==> config.mk <==
export PLATFORM = sky130hd
export DESIGN_NAME = multi_reload_counter
export DESIGN_NICKNAME = d
export VERILOG_FILES = /design/src/rtl/multi_reload_counter.sv
export SDC_FILE = /design/constraint.sdc
export NUM_CORES = 1
export LEC_CHECK = 0
export ABC_CLOCK_PERIOD_IN_PS = 2200
export BUFFER_PORTS_ARGS = -buffer_cell sky130_fd_sc_hd__buf_2
export CAP_MARGIN = 40
export CORE_MARGIN = 1.5
export CORE_UTILIZATION = 50
export CTS_CLUSTER_SIZE = 10
export DETAILED_ROUTE_END_ITERATION = 12
export PLACE_DENSITY = 0.76
export SLEW_MARGIN = 10
export SYNTH_ARGS = -nofsm -noshare
export SYNTH_HDL_FRONTEND = slang
export SYNTH_HIERARCHICAL = 1
export SYNTH_SLANG_ARGS = --single-unit
==> constraint.sdc <==
create_clock -name clk -period 2.2 [get_ports clk]
set_input_delay 0.11 -clock clk [delete_from_list [all_inputs] [get_ports clk]]
set_output_delay 0.11 -clock clk [all_outputs]
set_load 0.05 [all_outputs]
==> src/rtl/multi_reload_counter.sv <==
// Bank of independent reloading up/down counters with a shared config write port.
// Each channel produces a registered terminal-count pulse and a one-shot done level.

module multi_reload_counter_ch #(
  parameter int WIDTH = 8
) (
  input  logic             clk,
  input  logic             reset,
  input  logic             en,
  input  logic             wr,
  input  logic [WIDTH-1:0] val,
  input  logic [1:0]       mode,
  output logic [WIDTH-1:0] count,
  output logic             tc,
  output logic             done
);
  logic [WIDTH-1:0] reload_q;
  logic [1:0]       mode_q;
  logic [WIDTH-1:0] term;
  logic             at_term;

  // mode_q[0]: 1 = down, mode_q[1]: 1 = one-shot
  assign term    = mode_q[0] ? '0 : '1;
  assign at_term = (count == term);

  always_ff @(posedge clk or posedge reset) begin
    if (reset) begin
      reload_q <= '0;
      mode_q   <= '0;
      count    <= '0;
      done     <= 1'b0;
      tc       <= 1'b0;
    end else if (wr) begin
      reload_q <= val;
      mode_q   <= mode;
      count    <= val;
      done     <= 1'b0;
      tc       <= 1'b0;
    end else if (en && !done) begin
      if (at_term) begin
        tc <= 1'b1;
        // one-shot parks on the terminal value instead of reloading
        if (mode_q[1]) done  <= 1'b1;
        else           count <= reload_q;
      end else begin
        tc    <= 1'b0;
        count <= mode_q[0] ? count - 1'b1 : count + 1'b1;
      end
    end else begin
      tc <= 1'b0;
    end
  end
endmodule

module multi_reload_counter #(
  parameter  int WIDTH  = 8,
  parameter  int NUM_CH = 4,
  localparam int CH_W   = (NUM_CH > 1) ? $clog2(NUM_CH) : 1
) (
  input  logic                    clk,
  input  logic                    reset,
  input  logic [NUM_CH-1:0]       en_i,
  input  logic                    cfg_we_i,
  input  logic [CH_W-1:0]         cfg_ch_i,
  input  logic [WIDTH-1:0]        cfg_val_i,
  input  logic [1:0]              cfg_mode_i,
  output logic [NUM_CH*WIDTH-1:0] count_o,
  output logic [NUM_CH-1:0]       tc_o,
  output logic [NUM_CH-1:0]       done_o
);
  logic [NUM_CH-1:0][WIDTH-1:0] count;
  logic [NUM_CH-1:0]            wr;

  assign count_o = count;

  for (genvar n = 0; n < NUM_CH; n++) begin : g_ch
    // out-of-range selects match no channel, so such writes are dropped
    assign wr[n] = cfg_we_i && (cfg_ch_i == CH_W'(n));

    multi_reload_counter_ch #(.WIDTH(WIDTH)) u_ch (
      .clk   (clk),
      .reset (reset),
      .en    (en_i[n]),
      .wr    (wr[n]),
      .val   (cfg_val_i),
      .mode  (cfg_mode_i),
      .count (count[n]),
      .tc    (tc_o[n]),
      .done  (done_o[n])
    );
  end
endmodule
==> results.toml, run 1 <==
[cts]
clkSinkCount = 80
clk_pin_slew_ns = 0.08
cts_buffer_depth = 2
clk_latency_ns = 0.35
htreeDepth = 3
cts_tree = "built"
cts_buffers = 9
cts-root-buf = "clkbuf_8"

[cells_and_area]
final_cells = 746
num-nets-final = 654
postLayoutCoreUtil = 0.6045
syn_to_final_growth_pct = 16.77
fin_area_um2 = 5908
drive_above_1_share = 0.2712

[power]
power_mw = 7.925
powerDensity_nw_per_um2 = 1341
p_leak_nw = 2.690
power_frac_seq = 0.295
p_switching_mw = 3.844
p_int_mw = 4.081
max-vdd-ir-drop_mv = 1.113
pwr-share-comb = 0.583
power_frac_clock = 0.122
p_sw_frac = 0.4850

[placement]
placedInstanceArea_um2 = 5639
placedCellCount = 727
dp_slack_ns = 0.03993
hpwl_mm = 9.225
io_buffers = 58
gp_congestion = 0.9002

[logic_synthesis]
syn_nets = 572
syn_area_um2 = 5060
ys_types = 69
yosysSeqAreaShare = 0.3956
yosys.cell_count.top_type = "dfrtp_1"
yosys_warnings = 6
ys_seq_elements = 80
async_flop_share = 1.000
synthTopCellsByArea = "dfrtp_1 40%, ha_1 5.9%, mux2_2 5.1%"
ys.flop_type = "dfrtp_1"
synth_common_cells = "80 x dfrtp_1, 56 x nand2_1, 41 x o21ai_0"
synth_top_cell_by_area = "dfrtp_1"
synth_top_area_share = 0.3956
netlist_instances = 525
syn_area_per_cell_um2 = 9.638
synth_edf_count = 0

[worst_setup_path]
worstPathRequired_ns = 2.44
start_kind = "flip-flop"
cp_max_fo = 7
crit_arrival_ns = 2.39
worstRegToRegCells = 7
crit_path_end_kind = "flip-flop"
worstReg2RegEnd = "g_ch[3].u_ch/count[4]"
path_class = "flip-flop to flip-flop"
r2r_start = "g_ch[3].u_ch/mode_q[0]"
reg2reg_slack_ns = 0.05

[die]
die_width_um = 103.6
die-area_um2 = 10730
core_um2 = 9774
ioPinCount = 59
fp.dieH_um = 103.6
start_util = 0.5177
num_rows = 36

[sta]
worstMarginPinSlew_ns = 0.7734
hold_slack_ns = 0.02163
tns_ns = 0
fin_crit_ns = 2.151
post-route-period-util = 0.9777
setup_viol = 0
maxSlewViolCount = 0
fmax_mhz = 464.9
skew_ns = 0.008176
rsz0062_at_grt = "false"
hold_viol_final = 0
fin_ws_ns = 0.04913
maxSlewHeadroom = 0.4838

[detailed_routing]
num_vias = 4393
drtAntennaViolNets = 0
wire_per_inst_um = 16.60
via_per_inst = 5.889
firstDrtPassIters = 4
routed_wl_mm = 12.38
drc = 0
drt-initial-drc-count = 179

[worst_hold_path]
hold_end = "g_ch[2].u_ch/done"
worstHoldPathCells = 3
hp-class = "input pin to flip-flop"
hold_path.startpoint = "en_i[2]"

[run]
max-cap-violations = 0

[global_routing]
overflow = 0
grt_max_degree = 26
gr-usage-met3 = 0.05223
grt_usage = 0.2394
first_global_vias = 4373
grt_pass1_wl_mm = 20.86
busiest_layer = "met2"
antenna_found_initial = 0
use_met1 = 0.3140
use_met2 = 0.3905

[run_status]
status = "finished clean"
sequential cells by signal (all words and copies together), names as in the netlist:
register and count:
g_ch.u_ch/count 32, g_ch.u_ch/done 4, g_ch.u_ch/mode_q 8, g_ch.u_ch/reload_q 32, g_ch.u_ch/tc 4
kinds of logic (layout without fill, tap and decap cells):
family	after synthesis	in the layout	share of synthesized area
mux	34	34	0.07418
other cells	0	1	0
simple gates	169	169	0.1736
fa+ha+maj	28	28	0.07517
buf+inv	49	136	0.04154
flops	80	80	0.3956
xor+xnor	16	16	0.02770
compound gates	149	149	0.2122
worst max-delay path by stage:
stage	cells past startpoint	start	slack, ns	endpoint
2_1_floorplan	6	g_ch[3].u_ch/count[5]	0.0008	g_ch[3].u_ch/count[7]
3_3_place_gp	7	g_ch[3].u_ch/mode_q[0]	0.10	g_ch[3].u_ch/count[4]
3_5_place_dp	7	g_ch[3].u_ch/mode_q[0]	0.04	g_ch[3].u_ch/count[7]
4_1_cts	7	g_ch[1].u_ch/mode_q[0]	0.03	g_ch[1].u_ch/count[4]
5_1_grt	7	g_ch[0].u_ch/mode_q[0]	0.006	g_ch[0].u_ch/count[7]
6_report	7	g_ch[3].u_ch/mode_q[0]	0.05	g_ch[3].u_ch/count[4]
final cells by class:
type	count	area, um2
fillers	816	3866
multi-input cells	396	2919
flip-flops and latches	80	2009
repair buffers	88	518.0
well taps	133	166.4
clock buffers	10	127.6
inverters	32	120.1
clock inverters	6	45.04
diodes	1	2.502
repair_timing:
item	4_1_cts	5_1_grt
hold buffers	1	0
endpoints found under the hold margin	80	0
setup buffers	0	1
endpoints found under the setup margin	0	22
gates resized for setup	0	18
cell usage in the layout (no fill, tap or decap), types with 4 or more instances in the layout:
cell | netlist | routed
buf_2 | 2 | 58
o21ai_0 | 41 | 40
nand2_1 | 56 | 55
nand4_1 | 4 | 4
fa_1 | 4 | 4
nor3_1 | 11 | 10
inv_1 | 32 | 32
clkbuf_8 | 0 | 9
xor2_1 | 9 | 9
and4_1 | 5 | 5
a22oi_1 | 9 | 9
xnor2_1 | 7 | 7
nor2b_1 | 16 | 16
a211oi_1 | 6 | 5
a21oi_1 | 31 | 31
dfrtp_1 | 80 | 74
ha_1 | 24 | 20
dfrtp_2 | 0 | 6
nand3_1 | 8 | 7
mux2i_1 | 9 | 9
buf_4 | 0 | 29
mux2_2 | 23 | 23
a31oi_1 | 4 | 4
nand2b_1 | 14 | 14
a21o_1 | 6 | 6
nand3b_1 | 4 | 4
o31ai_1 | 6 | 6
a221oi_1 | 5 | 5
nor2_1 | 32 | 32
power by group through the flow:
stage	Sequential (mW)	Combinational [mW]	Clock [mW]
floorplan	3.21	2.43	0
global placement	2.33	4.39	0
detailed placement	2.34	4.48	0
CTS	2.31	4.51	0.980
global route	2.39	5.04	1.06
finish	2.34	4.62	0.965
critical path, cell delays in order, from the launching register on:
cell	delay, ns
dfrtp_2	0.46
buf_4	0.18
fa_1	0.46
a21o_1	0.21
a211oi_1	0.26
a211o_1	0.15
a21oi_1	0.07
mux2_2	0.25
per-layer routing:
layer,part of all wire,up-vias
li1,-,2071
met1,0.44,2136
met2,0.48,150
met3,0.055,36
met4,0.028,0
met5,0,-
No activity file was read; power rests on OpenSTA's default activity.
==> run 2, diff against run 1 <==
--- a/config.mk
+++ b/config.mk
@@ -12,6 +12,7 @@
 export CORE_UTILIZATION = 50
 export CTS_CLUSTER_SIZE = 10
 export DETAILED_ROUTE_END_ITERATION = 12
+export HOLD_SLACK_MARGIN = 0.12
 export PLACE_DENSITY = 0.76
 export SLEW_MARGIN = 10
 export SYNTH_ARGS = -nofsm -noshare
==> results.toml, run 2 (synthesized netlist as in run 1, its figures left out) <==
[placement]
io_buffers = 58
gp_congestion = 0.9002
hpwl_mm = 9.225

[worst_setup_path]
path_class = "flip-flop to flip-flop"
cp_max_fo = 7
worstRegToRegCells = 7
cp_num_cells = 7
slowest_delay_ns = 0.46
cpLargestDelayFamily = "compound AO/OA/AOI/OAI gates"
path_cells = "buf_4 > fa_1 > a21o_1 > a211oi_1 > a211o_1 > a21oi_1 > mux2_2"
crit_arrival_ns = 2.37
crit_buf_inv = 1
slowest_stage = "dfrtp_2"
start_kind = "flip-flop"
worstPathRequired_ns = 2.44
crit_path_end_kind = "flip-flop"

[cells_and_area]
top_regs = "g_ch.u_ch/count: 32 flops, g_ch.u_ch/reload_q: 32 flops, g_ch.u_ch/mode_q: 8 flops"
final_cell_mix = "74 x dfrtp_1, 58 x buf_2, 55 x nand2_1"
layout_commonest_cell = "dfrtp_1"
num-nets-final = 663
drive_above_1_share = 0.2673
syn_to_final_growth_pct = 18.55

[detailed_routing]
drc = 0
via_per_inst = 5.840
num_vias = 4409
wire_per_inst_um = 16.47
routed_wl_mm = 12.43
drt-initial-drc-count = 168
drtAntennaViolNets = 0
firstDrtPassIters = 4

[power]
p_leak_nw = 2.728
power_mw = 7.925
power_frac_clock = 0.122
max-vdd-ir-drop_mv = 1.109
p_sw_frac = 0.4838
p_switching_mw = 3.834
powerDensity_nw_per_um2 = 1321
power_frac_seq = 0.294
p_int_mw = 4.091
pwr-share-comb = 0.584

[sta]
maxSlewHeadroom = 0.4850
worstMarginPinSlew_ns = 0.7716
setup_viol = 0
post-route-period-util = 0.9682
tns_ns = 0
fmax_mhz = 469.5
fin_crit_ns = 2.130
skew_ns = 0.007566
maxSlewViolCount = 0
hold_viol_final = 0
rsz0062_at_grt = "false"

[die]
num_rows = 36
ioPinCount = 59
core_um2 = 9774
fp.dieH_um = 103.6
die-area_um2 = 10730
die_width_um = 103.6
start_util = 0.5177

[run_status]
status = "finished clean"

[global_routing]
first_global_vias = 4425
grt_usage = 0.2410
overflow = 0
grt_max_degree = 26
grt_pass1_wl_mm = 21.00
antenna_found_initial = 0

[cts]
htreeDepth = 3
clkSinkCount = 80
clk_latency_ns = 0.35
clk_pin_slew_ns = 0.09
cts_buffers = 9
cts_buffer_depth = 2
cts_tree = "built"
cts-root-buf = "clkbuf_8"

[worst_hold_path]
hp-class = "input pin to flip-flop"
worstHoldPathCells = 3

[run]
max-cap-violations = 0
==> run 2: area by class of cell <==
| class | instances | area, um2 |
|---|---|---|
| antenna | 1 | 2.502 |
| clock buffer | 10 | 127.6 |
| clock inverter | 6 | 45.04 |
| fill | 804 | 3776 |
| inverter | 32 | 120.1 |
| multi-input combinational | 396 | 2919 |
| sequential | 80 | 2009 |
| tap | 133 | 166.4 |
| timing repair buffer | 97 | 608.1 |
==> run 2: stage by stage <==
step                      utilization  instances  hold WS, ns  area, um2  setup slack (ns)
after floorplan                     -        525      0.07369       5062         0.0008171
after global placement         0.5769        727       0.3104       5639            0.1047
after detailed placement       0.5769        727       0.3243       5639           0.03993
after CTS                      0.6048        753       0.1221       5912           0.03232
after global routing           0.6134        754       0.1422       5996          0.006153
final                          0.6137        755       0.1449       5998           0.06989
==> run 2: final timing paths <==
check	start	to	slack (ns)
max	g_ch[3].u_ch/mode_q[0]	g_ch[3].u_ch/count[4]	0.07
min	cfg_val_i[5]	g_ch[3].u_ch/count[5]	0.14
max reg2reg	g_ch[3].u_ch/mode_q[0]	g_ch[3].u_ch/count[4]	0.07
min reg2reg	g_ch[0].u_ch/reload_q[4]	g_ch[0].u_ch/reload_q[4]	0.49
max in group asynchronous	reset	g_ch[1].u_ch/mode_q[0]	1.19
min in group asynchronous	reset	g_ch[0].u_ch/count[6]	0.47
==> run 2: worst min-delay path, stage by stage <==
cell and delay, ns:
buf_2 0.17, nand2_1 0.11, o21ai_1 0.07
==> run 2: repair_timing <==
action / CTS / global route
setup buffers: 0 / 1
resized for setup: 0 / 18
hold buffers: 10 / 0
endpoints found under the hold margin: 109 / 0
endpoints found under the setup margin: 0 / 22
==> run 2: power by group through the flow <==
| stage | logic, mW | clock network [mW] | registers (mW) |
|---|---|---|---|
| global route | 5.05 | 1.06 | 2.39 |
| detailed placement | 4.48 | 0 | 2.34 |
| finish | 4.63 | 0.963 | 2.33 |
| floorplan | 2.43 | 0 | 3.21 |
| global placement | 4.39 | 0 | 2.33 |
| CTS | 4.52 | 0.980 | 2.31 |
==> run 2: metal layers <==
metal,track usage,up-vias,share of wire
met5,0,-,0
met4,0.08929,0,0.025
met3,0.05223,33,0.059
met2,0.3962,166,0.48
met1,0.3140,2122,0.43
li1,-,2088,-
